$ cat config.mk
export PLATFORM = sky130hd
export DESIGN_NAME = layer_compositor
export DESIGN_NICKNAME = d
export VERILOG_FILES = /design/src/rtl/layer_compositor.sv
export SDC_FILE = /design/constraint.sdc
export NUM_CORES = 1
export LEC_CHECK = 0
export BUFFER_PORTS_ARGS = -buffer_cell sky130_fd_sc_hd__buf_2
export CORE_ASPECT_RATIO = 0.9
export CORE_MARGIN = 1.5
export CORE_UTILIZATION = 49
export CTS_CLUSTER_DIAMETER = 120
export DETAILED_ROUTE_END_ITERATION = 16
export PLACE_DENSITY = 0.81
export SKIP_LAST_GASP = 1
export SYNTH_ARGS = -nofsm -noshare
export SYNTH_HDL_FRONTEND = slang
export SYNTH_SLANG_ARGS = --single-unit
$ cat constraint.sdc
create_clock -name clk -period 1.7 [get_ports clk]
set_clock_uncertainty 0.15 [all_clocks]
set_input_delay 0.085 -clock clk [delete_from_list [all_inputs] [get_ports clk]]
set_output_delay 0.085 -clock clk [all_outputs]
set_load 0.05 [all_outputs]
$ cat src/rtl/layer_compositor.sv
// layer_compositor: N-layer priority pixel compositor, 2-stage pipeline with frame-synchronous blink.
// Define LAYER_COLLISION_EN to add the collision / collision_seen outputs.
module layer_compositor #(
    parameter int NUM_LAYERS = 4,
    parameter int COLOR_W = 3,
    parameter int BLINK_DIV = 30,
    parameter int TRANSPARENT = 0
) (
    input  logic clk,
    input  logic rst_n,
    input  logic pix_valid,
    input  logic frame_start,
    input  logic [NUM_LAYERS*COLOR_W-1:0] layer_colors,
    input  logic [NUM_LAYERS-1:0] layer_en,
    input  logic [NUM_LAYERS-1:0] blink_mask,
    input  logic [COLOR_W-1:0] bg_color,
    output logic [COLOR_W-1:0] color_out,
    output logic color_valid,
    output logic [$clog2(NUM_LAYERS):0] winner_idx,
`ifdef LAYER_COLLISION_EN
    output logic collision,
    output logic collision_seen,
`endif
    output logic blink_phase
);
    localparam int IDX_W = $clog2(NUM_LAYERS) + 1;
    localparam int CNT_W = $clog2(BLINK_DIV) + 1;
    localparam logic [COLOR_W-1:0] TC = COLOR_W'(TRANSPARENT);
    localparam logic [IDX_W-1:0] BG_IDX = IDX_W'(NUM_LAYERS);

    logic [CNT_W-1:0] cnt;
    logic last;
    logic [NUM_LAYERS-1:0] eff;
    logic s1_valid;
    logic [NUM_LAYERS*COLOR_W-1:0] s1_colors;
    logic [NUM_LAYERS-1:0] s1_mask;
    logic [COLOR_W-1:0] s1_bg;
    logic [COLOR_W-1:0] sel_col;
    logic [IDX_W-1:0] sel_idx;

    assign last = cnt == CNT_W'(BLINK_DIV - 1);

    always_ff @(posedge clk)
        if (!rst_n) begin
            cnt <= '0;
            blink_phase <= 1'b0;
        end else if (frame_start) begin
            cnt <= last ? '0 : cnt + CNT_W'(1);
            blink_phase <= blink_phase ^ last;
        end

    // Uses the phase from before this edge, so a pixel coincident with frame_start sees the old phase.
    always_comb begin
        eff = '0;
        for (int i = 0; i < NUM_LAYERS; i++)
            eff[i] = layer_en[i] & (layer_colors[i*COLOR_W +: COLOR_W] != TC) & ~(blink_mask[i] & blink_phase);
    end

    always_ff @(posedge clk)
        if (!rst_n) begin
            s1_valid <= 1'b0;
            s1_colors <= '0;
            s1_mask <= '0;
            s1_bg <= '0;
        end else begin
            s1_valid <= pix_valid;
            s1_colors <= layer_colors;
            s1_mask <= eff;
            s1_bg <= bg_color;
        end

    // Scan from lowest priority upward so the lowest opaque index wins.
    always_comb begin
        sel_col = s1_bg;
        sel_idx = BG_IDX;
        for (int i = NUM_LAYERS - 1; i >= 0; i--)
            if (s1_mask[i]) begin
                sel_col = s1_colors[i*COLOR_W +: COLOR_W];
                sel_idx = IDX_W'(i);
            end
    end

    always_ff @(posedge clk)
        if (!rst_n) begin
            color_out <= '0;
            color_valid <= 1'b0;
            winner_idx <= BG_IDX;
        end else begin
            color_out <= s1_valid ? sel_col : '0;
            color_valid <= s1_valid;
            winner_idx <= s1_valid ? sel_idx : BG_IDX;
        end

`ifdef LAYER_COLLISION_EN
    logic coll;

    assign coll = s1_valid && ($countones(s1_mask) > 1);

    always_ff @(posedge clk)
        if (!rst_n) begin
            collision <= 1'b0;
            collision_seen <= 1'b0;
        end else begin
            collision <= coll;
            collision_seen <= frame_start ? 1'b0 : (collision_seen | coll);
        end
`endif
endmodule
**Yosys cells after proc, flatten, opt, wreduce, memory -nomap -nowiden**

Index checks and enable logic that the tools add are counted.

- Equal/unequal tests: 1
- Reductions and logical operators: 7
- Muxes and demuxes: 9
- $add $sub $neg: 1
- Bitwise operators: 19

Operator list:

| cell | number |
|---|---|
| 3-bit 2-to-1 mux | 8 |
| 1-bit AND | 12 |
| 3-bit nonzero test | 4 |
| 6-bit by 1-bit adder with 6-bit output, second input constant | 1 |
| 6-bit by 5-bit equality test with 1-bit output, second input constant | 1 |
| 6-bit 2-to-1 mux | 1 |
| 1-bit inverter | 6 |
| 4-bit OR reduction | 1 |
| 3-bit OR reduction | 1 |
| 2-bit AND reduction | 1 |
| 1-bit XOR | 1 |

- Register bits after elaboration: 34
- Input bits: 27

**Depth between registers and ports, before layout**

Gate-level depths: netlist of the first run.

- Word-level depth: 4
- Mapped depth: 5

**Worst setup path after synthesis of the first run**

OpenSTA, ideal clock, no wires.

- Path kind: reg2reg
- Start: register cnt[0]
- End: register cnt[1]
- Setup slack: 371 ps
- Stages on the path, launching flop included: 5
- Setup time: 137 ps
- Arrival time: 1041 ps
- Buffers on the path: 0
- Required time: 1413 ps
- Cell sequence: dfxtp_1 -> ha_1 -> nand4b_1 -> o21ai_1 -> a211oi_1

- Longest elaborated chain between the ends: 2
- Elaborated cells on any way between the ends: 3
- Those cells by class: add/sub: 1; eq/ne: 1; mux: 1

Ends and longest elaborated chain:

| element | line | source |
|---|---|---|
| start: declaration | 31 | `logic [CNT_W-1:0] cnt;` |
| start signal: assignment | 48 | `cnt <= last ? '0 : cnt + CNT_W'(1);` |
| 6-bit by 1-bit adder with 6-bit output or 6-bit by 5-bit equality test with 1-bit output (tied branches) | 48, 41 |  |
| 6-bit 2-to-1 mux (*) | 48 |  |

Every way passes the cells marked *; elsewhere a longest branch is shown, timed or not.
A chain may end at the register's enable or synchronous reset.

**Final worst setup path of the first run**

Same ends and word-level chain as after synthesis.

==> run metrics, run 1 <==
starting density of the core=0.533; number of buffers created by CTS=5; global route overflow=0; max incr delay on CP=0.43 ns; DRC=0; routed via count divided by cell count=5.01; Antenna diodes=0; syn nets=142; worst-case vdd ir drop=0.674 mV; Hold Crit Start=rst_n; max-capacitance violation count=0; maximum number of pins on one net before global-route repair=24; Layout fillers=169; DP Wirelength=1650 um; final setup TNS=0 ns; required time of the worst setup path=1.75 ns; highest clock frequency the design can meet=640 MHz; PwrDens=861 nW/um^2; Clock Latency Late Sink=0.33 ns; kind of start point of the critical path=register; maximum fanout along the worst path=6; Reg power frac=0.586; Synth Register Bits=34; status=finished clean; clock period minus worst slack=1.56 ns; floorplan row count=16; number of cells on the worst hold path=2; cell internal power dissipation=1120 uW; combinational group share of total power=0.121; final hold viol count=0; sequential cell area fraction in the yosys report=0.569; path category of the worst min-delay check=input port to register; fin. max-slew vios=0; relative area change from synthesis to final layout=41.2%; number of cell instances on the worst register-to-register path=4; first-pass GRT wire length=4000 um; floorplan core area=2240 sq um; floorplan die height=49.9 um; DRT Pass-1 Iters=3; crit path DAT=1.62 ns; post-synthesis instance total=113; Die ar.=2750 sq um; netlist area before placement=1200 sq um; min setup slack post-route=0.136 ns; global-route usage over all layers=0.210; warnings from Yosys=0; worst min-delay path endpoint=blink_phase$_SDFFE_PN0P_; total area of multi-input combinational cells=492 sq um; Iter 0 DRT Violations=10; routability congestion estimate from global placement=0.755; worst slew pin tran=0.459 ns; Crit Reg-Reg Endpoint=cnt[1]$_SDFFE_PN0P_; antenna violations before repair=0; tightest slew margin relative to the limit=0.692; number of global-route vias before repair=1028; layout cells sized above 1=0.263; switching fraction of total power=0.232; clock-pin slew on the worst setup and hold paths=0.09 ns; post-route antenna net violation count=0; CP max-delay cell=dfxtp_1; post-cts repair resize count=0; area occupied by registers=681 sq um; number of unique standard cell types used by synthesis=29; power dissipated by switching net loads=338 uW; pre-CTS setup slack=0.146 ns; final number of setup-violating endpoints=0; number of buffers inserted by port buffering=34; reg-to-reg startpoint=cnt[0]$_SDFFE_PN0P_; CTS tree=done; category of the most critical setup path=register to register; Vias=1013; I/O pin count=35; leakage power total=0.000754 uW; Die Width=55.1 um; per-cell routed wire length=12.5 um; Setup crit end kind=register; number of levels in the clock H-tree=2; share of the clock period used by the worst path after layout=0.920; worst reg-to-reg setup slack=0.14 ns; clock share of power=0.293; Clock Path Buffers=2; list of cells traversed by the critical path=ha_1, nand4b_1, o21ai_1, a211oi_1; clock sinks=34; Clock Root Buffer=clkbuf_4; syn_area_per_cell=10.6 sq um; RSZ-0062 raised after global routing=false; nets=205; final WL=2520 um
Yosys cell counts:
cell	instances	area share
nor3_1	4	0.017
or3_1	3	0.016
xnor2_1	1	0.0073
clkbuf_1	2	0.0063
o211ai_1	1	0.0063
o41ai_1	1	0.0073
nand2_1	7	0.022
xor2_1	2	0.015
o21ai_1	1	0.0042
and2_1	17	0.089
ha_1	2	0.021
clkbuf_2	1	0.0042
nand4b_1	1	0.0073
nand4_2	1	0.010
o221ai_1	2	0.015
a21oi_2	1	0.0073
mux2i_1	3	0.025
o211a_1	1	0.0084
nand2b_1	1	0.0052
o21ai_0	3	0.013
dfxtp_1	34	0.57
a21oi_1	5	0.021
nor2_1	5	0.016
a211oi_1	5	0.031
inv_1	3	0.0094
nor3b_1	1	0.0063
or3b_2	1	0.0073
a21boi_1	1	0.0063
mux2_2	3	0.028
metal layers:
metal	part of all wire	track usage	wire, um
met1	0.41	0.213	1040
met2	0.52	0.365	1320
met3	0.052	0.0818	130
met4	0.014	0.0976	34
met5	0	0	0
power by group through the flow:
stage / logic, uW / registers, uW / clock network [uW]
after floorplan: 61.7 / 884 / 0
after global placement: 126 / 869 / 0
after detailed placement: 131 / 872 / 0
after CTS: 175 / 853 / 442
after global routing: 193 / 858 / 474
final: 176 / 853 / 426
cell families (layout without fill, tap and decap cells):
| kind of cell | count (synthesis) | in the layout | synth area share |
|---|---|---|---|
| buf+inv | 6 | 68 | 0.0199 |
| fa+ha+maj | 2 | 2 | 0.0209 |
| xor+xnor | 3 | 3 | 0.0220 |
| flops | 34 | 34 | 0.569 |
| mux | 6 | 6 | 0.0533 |
| simple gates | 41 | 41 | 0.196 |
| compound gates | 21 | 21 | 0.119 |
state kept, by name, summed over array words and instances, names as in the netlist:
signal and flops:
color_out 3, winner_idx 3, s1_bg 3, s1_colors 12
s1_valid 1, s1_mask 4, blink_phase 1, color_valid 1
cnt 6
metrics by stage:
| step | area (sq um) | cells | hold slack [ns] | power, uW | util |
|---|---|---|---|---|---|
| after floorplan | 1200 | 113 | 0.0296 | 946 | - |
| after global placement | 1390 | 171 | 0.117 | 995 | 0.619 |
| after detailed placement | 1390 | 171 | 0.126 | 1000 | 0.619 |
| after CTS | 1690 | 202 | 0.0209 | 1470 | 0.753 |
| after global routing | 1690 | 202 | 0.0416 | 1520 | 0.753 |
| final | 1690 | 202 | 0.0235 | 1460 | 0.753 |
worst max path at each step:
stage	startpoint	end	slack (ns)	depth (start not counted)
floorplan	cnt[0]$_SDFFE_PN0P_	cnt[1]$_SDFFE_PN0P_	0.37	4
global placement	cnt[0]$_SDFFE_PN0P_	cnt[1]$_SDFFE_PN0P_	0.29	4
detailed placement	cnt[0]$_SDFFE_PN0P_	cnt[2]$_SDFFE_PN0P_	0.15	4
CTS	cnt[0]$_SDFFE_PN0P_	cnt[1]$_SDFFE_PN0P_	0.13	4
global route	cnt[0]$_SDFFE_PN0P_	cnt[3]$_SDFFE_PN0P_	0.03	4
finish	cnt[0]$_SDFFE_PN0P_	cnt[1]$_SDFFE_PN0P_	0.14	4
what timing repair did:
item                                   CTS  global route
setup endpoints to repair                0             0
buffers inserted                         0             0
endpoints found under the hold margin   23             0
hold buffers                            25             0
critical path: cells and delay by family (launching register included):
family                     cells  cell delay [ns]
AOI/OAI and AO/OA              2             0.51
adders and majority gates      1             0.20
DFF                            1             0.43
and+or+nand+nor                1             0.15
area by class of cell:
type / instances / share of cell area
multi-input cells: 73 / 0.291
well taps: 27 / 0.0200
flip-flops and latches: 34 / 0.403
clock buffers: 6 / 0.0304
inverters: 3 / 0.00667
repair buffers: 59 / 0.249
cell usage in the layout, fill, tap and decap left out, types with 2 or more instances in the layout:
master,count
dlygate4sd3_1,25
buf_2,34
o221ai_1,2
or3_1,3
a211oi_1,5
nor3_1,4
clkbuf_4,5
ha_1,2
mux2i_1,3
nor2_1,5
dfxtp_1,34
mux2_2,3
inv_1,3
and2_1,17
a21oi_1,5
nand2_1,7
o21ai_0,3
xor2_1,2
Power figures use the tool's default switching activity.
==> run 2, diff against run 1 <==
--- a/config.mk
+++ b/config.mk
@@ -11,7 +11,7 @@
 export CORE_UTILIZATION = 49
 export CTS_CLUSTER_DIAMETER = 120
 export DETAILED_ROUTE_END_ITERATION = 16
-export PLACE_DENSITY = 0.81
+export PLACE_DENSITY = 0.76
 export SKIP_LAST_GASP = 1
 export SYNTH_ARGS = -nofsm -noshare
 export SYNTH_HDL_FRONTEND = slang
==> run metrics, run 2 (synthesis results as in run 1) <==
clock period minus worst slack=1.54 ns; Cell Count Post-Placement=171; post-cts repair resize count=0; max-capacitance violation count=0; Die ar.=2750 sq um; Clock Latency Late Sink=0.33 ns; starting density of the core=0.533; DRT Pass-1 Iters=4; first-pass GRT wire length=4550 um; worst-case vdd ir drop=0.723 mV; floorplan row count=16; number of global-route vias before repair=1026; category of the most critical setup path=input port to register; antenna violations before repair=0; floorplan die height=49.9 um; CTS tree=done; relative area change from synthesis to final layout=40.7%; maximum fanout along the worst path=2; number of buffers created by CTS=5; highest clock frequency the design can meet=648 MHz; leakage power total=0.000750 uW; maximum number of pins on one net before global-route repair=24; non-filler instance count after layout=203; DP Wirelength=1670 um; global-route usage over all layers=0.241; Non-Filler Cell Area, Final=1680 sq um; status=finished clean; final core utilization=0.751; kind of start point of the critical path=input port; final hold viol count=0; Clock Root Buffer=clkbuf_4; commonest cells after routing, fill and taps aside=dfxtp_1, buf_2, dlygate4sd3_1; Iter 0 DRT Violations=18; register name with the most flops=s1_colors; layout cells sized above 1=0.256; Setup crit end kind=register; routed via count divided by cell count=5.13; Final Total Pwr=1430 uW; clock sinks=34; number of levels in the clock H-tree=2; post-route antenna net violation count=0; nets=205; Clock Path Buffers=2; RSZ-0062 raised after global routing=false; hold_buf cts=25; floorplan core area=2240 sq um; fin. max-slew vios=0; per-cell routed wire length=13.7 um; path category of the worst min-delay check=input port to register; Antenna diodes=0; Die Width=55.1 um; global route overflow=0; total cell area at the placement stage=1390 sq um; worst slew pin tran=0.445 ns; tightest slew margin relative to the limit=0.701; crit path DAT=1.62 ns; number of buffers inserted by port buffering=34; share of the clock period used by the worst path after layout=0.908; Vias=1042; final setup TNS=0 ns; Post-CTS Setup Inserts=0; leading registers by flop count=s1_colors x12, cnt x6, s1_mask x4; final number of setup-violating endpoints=0; required time of the worst setup path=1.77 ns; clock-pin slew on the worst setup and hold paths=0.09 ns; PwrDens=847 nW/um^2; DRC=0; number of flip-flops in the largest register=12; routability congestion estimate from global placement=0.728; final WL=2790 um; I/O pin count=35
run 2: cell types whose count changed in the layout (fill, tap and decap cells not counted), sizes merged:
cell	before	now
clkbuf	6	7
run 2: final timing paths:
kind                       startpoint                    end  slack (ns)  depth (start not counted)
setup / recovery      layer_colors[0]  s1_mask[0]$_SDFF_PN0_        0.16                          5
hold / removal                  rst_n    s1_bg[1]$_SDFF_PN0_        0.04                          2
setup reg to reg  cnt[0]$_SDFFE_PN0P_    cnt[1]$_SDFFE_PN0P_        0.19                          4
hold reg to reg   cnt[5]$_SDFFE_PN0P_    cnt[5]$_SDFFE_PN0P_        0.37                          2
run 2: where the power goes:
group	switching [uW]	leakage (uW)	total, uW	internal [uW]
Clock	236	0.0000254	392	156
Sequential	21.0	0.000280	853	832
Combinational	80.9	0.000444	180	98.9
Total	338	0.000750	1430	1090
run 2: layer usage:
layer,track usage,vias to the layer above,share of wire
li1,-,519,-
met1,0.251,493,0.40
met2,0.433,28,0.54
met3,0.0879,2,0.046
met4,0.0772,0,0.011
met5,0,-,0
run 2: final cells by class:
type | count | area (sq um)
Sequential cell | 34 | 681
Fill cell | 163 | 559
Clock buffer | 7 | 45.0
Timing Repair Buffer | 59 | 420
Inverter | 3 | 11.3
Tap cell | 27 | 33.8
Multi-Input combinational cell | 73 | 492
run 2: worst max-delay path: stages:
cell and delay, ns:
dlygate4sd3_1 0.55, buf_2 0.14, nor3_1 0.22, a211oi_1 0.06, dlygate4sd3_1 0.56
run 2: through the flow:
step	worst slack (ns)	hold slack (ns)
6_report	0.156	0.0375
3_3_place_gp	0.291	0.118
3_5_place_dp	0.220	0.127
5_1_grt	0.0848	0.0414
4_1_cts	0.187	0.0196
2_1_floorplan	0.371	0.0296
